--- config.mk ---
export PLATFORM = sky130hd
export DESIGN_NAME = tp_mem_port_ctrl_1024_32
export DESIGN_NICKNAME = d
export VERILOG_FILES = /design/src/rtl/tp_mem_port_ctrl_1024_32.sv
export SDC_FILE = /design/constraint.sdc
export NUM_CORES = 1
export LEC_CHECK = 0
export BUFFER_PORTS_ARGS = -buffer_cell sky130_fd_sc_hd__buf_2
export CORE_MARGIN = 3
export CORE_UTILIZATION = 44
export CTS_BUF_LIST = sky130_fd_sc_hd__clkbuf_8
export DETAILED_ROUTE_END_ITERATION = 8
export GPL_TIMING_DRIVEN = 0
export PLACE_DENSITY_LB_ADDON = 0.12
export SLEW_MARGIN = 5
export SYNTH_ARGS = -nofsm -noshare
export SYNTH_HDL_FRONTEND = slang
export SYNTH_SLANG_ARGS = --single-unit
--- constraint.sdc ---
create_clock -name clk -period 4.2 [get_ports clk]
set_clock_uncertainty 0.1 [all_clocks]
set_input_delay 1.26 -clock clk [delete_from_list [all_inputs] [get_ports clk]]
set_output_delay 1.26 -clock clk [all_outputs]
set_load 0.005 [all_outputs]
--- src/rtl/tp_mem_port_ctrl_1024_32.sv ---
// tp_mem_port_ctrl_1024_32
// Request/response front end for a single-port synchronous RAM (registered
// read data, one edge after the address). Reads are tagged with a 1-bit
// pending flag and their data is captured into a small response FIFO.
// Request acceptance is credit-based, so the FIFO can never overflow.
//
// Optional build macro: TP_MEM_PORT_WRACK_EN
//   When defined, writes also produce a response carrying the written data,
//   which the RAM returns write-first with the same latency as a read.
//
// Handshake semantics (both channels): a transfer happens on a rising clk
// edge where valid && ready are both high. ready never depends on valid.
// A producer holds valid and its payload stable until the transfer.
// Response payload is meaningless while rsp_valid is low.
module tp_mem_port_ctrl_1024_32 #(
  parameter int ADDR_W    = 10,
  parameter int DATA_W    = 32,
  parameter int RSP_DEPTH = 2
) (
  input  logic              clk,
  input  logic              rst,
  input  logic              req_valid,
  output logic              req_ready,
  input  logic              req_wen,
  input  logic [ADDR_W-1:0] req_addr,
  input  logic [DATA_W-1:0] req_wdata,
  output logic              rsp_valid,
  input  logic              rsp_ready,
  output logic [DATA_W-1:0] rsp_rdata,
  output logic              mem_wen,
  output logic [ADDR_W-1:0] mem_addr,
  output logic [DATA_W-1:0] mem_data_in,
  input  logic [DATA_W-1:0] mem_data_out,
  output logic [15:0]       stat_rd_cnt,
  output logic [15:0]       stat_wr_cnt
);

  localparam int PTR_W = $clog2(RSP_DEPTH);
  localparam int CNT_W = $clog2(RSP_DEPTH + 1);

  logic                pending;
  logic [DATA_W-1:0]   fifo_mem [RSP_DEPTH];
  logic [PTR_W-1:0]    wr_ptr;
  logic [PTR_W-1:0]    rd_ptr;
  logic [CNT_W-1:0]    fifo_count;
  logic [CNT_W:0]      credit_used;
  logic                fire;
  logic                set_pending;
  logic                push;
  logic                pop;

  function automatic logic [PTR_W-1:0] ptr_inc(input logic [PTR_W-1:0] p);
    return (p == PTR_W'(RSP_DEPTH - 1)) ? '0 : p + PTR_W'(1);
  endfunction

  // Credits: queued responses plus the one in flight from the RAM.
  assign credit_used = {1'b0, fifo_count} + {{CNT_W{1'b0}}, pending};
  assign req_ready   = credit_used < (CNT_W + 1)'(RSP_DEPTH);
  assign fire        = req_valid && req_ready;

  // RAM port is a straight pass-through; only the write strobe is gated.
  assign mem_addr    = req_addr;
  assign mem_data_in = req_wdata;
  assign mem_wen     = fire && req_wen;

`ifdef TP_MEM_PORT_WRACK_EN
  assign set_pending = fire;
`else
  assign set_pending = fire && !req_wen;
`endif

  assign push      = pending;
  assign rsp_valid = (fifo_count != '0);
  assign pop       = rsp_valid && rsp_ready;
  assign rsp_rdata = fifo_mem[rd_ptr];

  // Pending marks that mem_data_out holds response data on the next edge.
  always_ff @(posedge clk) begin
    if (rst) pending <= 1'b0;
    else     pending <= set_pending;
  end

  // Response storage; nothing is captured on a reset edge.
  always_ff @(posedge clk) begin
    if (!rst && push) fifo_mem[wr_ptr] <= mem_data_out;
  end

  // FIFO pointers and occupancy; push and pop together leave count unchanged.
  always_ff @(posedge clk) begin
    if (rst) begin
      wr_ptr     <= '0;
      rd_ptr     <= '0;
      fifo_count <= '0;
    end else begin
      if (push) wr_ptr <= ptr_inc(wr_ptr);
      if (pop)  rd_ptr <= ptr_inc(rd_ptr);
      case ({push, pop})
        2'b10:   fifo_count <= fifo_count + CNT_W'(1);
        2'b01:   fifo_count <= fifo_count - CNT_W'(1);
        default: fifo_count <= fifo_count;
      endcase
    end
  end

  // Accepted-request statistics, free-running 16-bit wrap.
  always_ff @(posedge clk) begin
    if (rst) begin
      stat_rd_cnt <= '0;
      stat_wr_cnt <= '0;
    end else begin
      if (fire && !req_wen) stat_rd_cnt <= stat_rd_cnt + 16'd1;
      if (fire && req_wen)  stat_wr_cnt <= stat_wr_cnt + 16'd1;
    end
  end

endmodule

==> impl_metrics.tcl <==
set metrics [dict create \
    worst_ir_drop_vdd_v 0.000186 \
    nFillCells 849 \
    start_util_pct 46.3 \
    max_cap_viol_count 0 \
    max_freq_ghz 0.283 \
    crit_path_end_kind "primary output" \
    numCtsBuffers 9 \
    path_cells "buf_2 -> nor2b_1 -> clkbuf_1 -> nand3_1 -> inv_1 -> buf_2" \
    synth_cells 342 \
    rrSetupSlack_ns 2.18 \
    reg2regPathDepth 6 \
    clockBufferDepth 2 \
    tritoncts "built" \
    clk_latency_ns 0.35 \
    startpoint_type "primary input" \
    fp-row-count 35 \
    drt.antenna.violating_nets 0 \
    max_stage_delay_ns 0.28 \
    num_antenna_cells 0 \
    routed_wl_microns 9020 \
    hold_viol_final 0 \
    grt-ovfl-total 0 \
    syn-num-nets 424 \
    seq_area_frac_synth_pct 61.6 \
    drc_errors 0 \
    hold_buffers 0 \
    timing.rr.end "stat_wr_cnt[13]" \
    tightest_slew_ns 0.645 \
    die_area_sq_um 11100 \
    h-tree-depth 3 \
    grt.total_usage_pct 15.9 \
    r2r_start "pending" \
    syn_avg_cell_area_sq_um 12.7 \
    path_class "primary input to primary output" \
    hold_path_end "stat_rd_cnt[15]" \
    dieWidth_microns 106 \
    critPathArrivalTime_ns 2.18 \
    required_ns 2.84 \
    grt_pass1_wl_microns 14500 \
    wl_met2_microns 4490 \
    hp-class "flop to flop" \
    final_util_pct 58.2 \
    chipHeight_microns 106 \
    dp_hpwl_microns 6760 \
    final_cell_area_sq_um 5480 \
    yosys_warnings 0 \
    port_buffers 143 \
    min_from "stat_rd_cnt[15]" \
    clock-root-buffer "clkbuf_8" \
    status "finished, final reports clean" \
    wl_met3_microns 614 \
    period_needed_ns 3.54 \
    wl_met1_microns 3850 \
    area_growth_pct 25.8 \
    final.setup.tns_ns 0 \
    fin_crit_sh_pct 84.2 \
    dpl_cell_area_sq_um 5320 \
    p_per_area_nw_per_um2 346 \
    syn_area_sq_um 4360 \
    grt_max_degree 17 \
    p_leak_nw 2.21 \
    postCtsSetupBuffers 0 \
    antenna_found_initial 0 \
    holdPathStages 2 \
    ys_seq_elements 102 \
    drive_gt1_share_pct 47.9 \
    highest_layer "met4" \
    cts.sinks 102 \
    vias 3104 \
    ctsResizeCount 0 \
    gp_congestion 0.756 \
    grt_setup_unrepaired "false" \
    clk_pin_slew_ns 0.09 \
    cp_common_cell "buf_2" \
    ios 188 \
    ys_types 35 \
    fp.coreArea_sq_um 9420 \
    slew_violations 0 \
    drtIter0Drc 119 \
    wl_per_cell_microns 14.2 \
    setup_violations 0 \
    crit_fanout 8 \
    vias_per_cell 4.90 \
    slew_headroom_pct 57.0 \
    first_pass_iters 5 \
    nets 582 \
    slowest_stage "clkbuf_1" \
    first_global_vias 3076 \
]
==> cells in the mapped netlist <==
cell	n	area, sq um
edfxtp_1	64	1920
nor4b_1	1	8.76
or3_4	1	11.3
or4_1	10	75.1
nor3_1	2	10.0
mux2_2	32	360
inv_1	4	15.0
and4_1	3	26.3
nor2b_1	1	6.26
nand4_1	8	50.1
nand4b_1	1	8.76
clkbuf_1	9	33.8
mux2i_1	2	20.0
o21ai_0	9	45.0
ha_1	3	37.5
buf_6	2	22.5
and3_1	4	25.0
xnor2_1	7	61.3
or2_2	1	6.26
and2_1	1	6.26
nor4_1	3	18.8
nor2_1	19	71.3
and2_4	1	8.76
dfxtp_1	38	761
nor3b_1	1	7.51
nand3_1	9	45.0
nand2b_1	1	6.26
o31ai_1	10	75.1
and3b_1	1	8.76
buf_4	42	315
buf_1	3	11.3
or3_1	10	62.6
nand2_1	11	41.3
a21oi_1	19	95.1
xor2_1	9	78.8
==> power by group <==
group / internal, W / total [W] / switching, W / leakage [nW]
clock: 0.000211 / 0.000530 / 0.000319 / 0.0840
sequential: 0.00108 / 0.00110 / 0.0000140 / 0.885
combinational: 0.000152 / 0.000269 / 0.000117 / 1.24
total: 0.00145 / 0.00190 / 0.000450 / 2.21
==> final cells by class <==
type,count,area (sq um),share of cell area [%]
clock buffer,9,124,2.26
sequential,102,2680,48.9
inverter,4,15.0,0.274
buffer,56,383,6.98
multi-input combinational,180,1300,23.7
clock inverter,7,42.5,0.776
timing repair buffer,147,776,14.1
tap,129,161,2.94
==> layer usage <==
metal | vias to the layer above | global-route usage [%]
li1 | 1528 | -
met4 | 0 | 3.42
met1 | 1453 | 20.3
met5 | - | 0
met3 | 7 | 4.41
met2 | 116 | 27.0
==> cell usage in the layout, fill, tap and decap left out, types with 2 or more instances in the layout <==
cell type  count
mux2i_1        2
inv_1          5
and4_1         3
edfxtp_1      64
and3_1         4
ha_1           3
buf_4         42
nand2_1       11
o21ai_0        9
nor4_1         3
mux2_2        32
clkbuf_1       9
buf_8          4
nand4_1        8
buf_2        143
clkinv_4       2
nor2_1        19
nand3_1        9
buf_1          3
o31ai_1       10
or4_1         10
xnor2_1        7
or3_1         10
dfxtp_1       38
buf_6          2
xor2_1         9
clkbuf_8       9
a21oi_1       19
==> kinds of logic after synthesis <==
family / after synthesis / share of synthesized area [%]
XOR/XNOR: 16 / 3.22
buffers and inverters: 60 / 9.13
AND/OR/NAND/NOR: 89 / 11.6
flip-flops: 102 / 61.6
adder cells (fa/ha/maj): 3 / 0.861
AO/OA/AOI/OAI: 38 / 4.94
multiplexers: 34 / 8.73
==> flip-flops by register name (all words and copies together), names as in the netlist, named ones only <==
name	cells
fifo_mem	64
stat_rd_cnt	16
stat_wr_cnt	16
fifo_count	2
pending	1
rd_ptr	1
wr_ptr	1
==> critical path: cells and delay by family <==
family	cells	cell delay (ns)
buffers and inverters	4	0.58
AND/OR/NAND/NOR	2	0.34
==> worst max-delay path by stage <==
stage	slack (ns)	cells past startpoint	end	start
finish	0.66	6	mem_wen	req_valid
global route	0.53	6	mem_wen	req_valid
CTS	0.68	6	mem_wen	req_valid
detailed placement	0.69	6	mem_wen	req_valid
global placement	0.006	2	fifo_mem[1][2]	rst
floorplan	0.88	2	fifo_mem[1][0]	rst
==> through the flow <==
stage	total power [W]	hold slack [ns]	setup WS, ns	cells
final	0.00190	0.398	0.662	634
after global routing	0.00199	0.435	0.534	634
after CTS	0.00192	0.403	0.679	634
after detailed placement	0.00139	0.388	0.690	618
after global placement	0.00139	0.374	0.00555	614
after floorplan	0.00128	0.368	0.877	342
No activity file was read; power rests on OpenSTA's default activity.
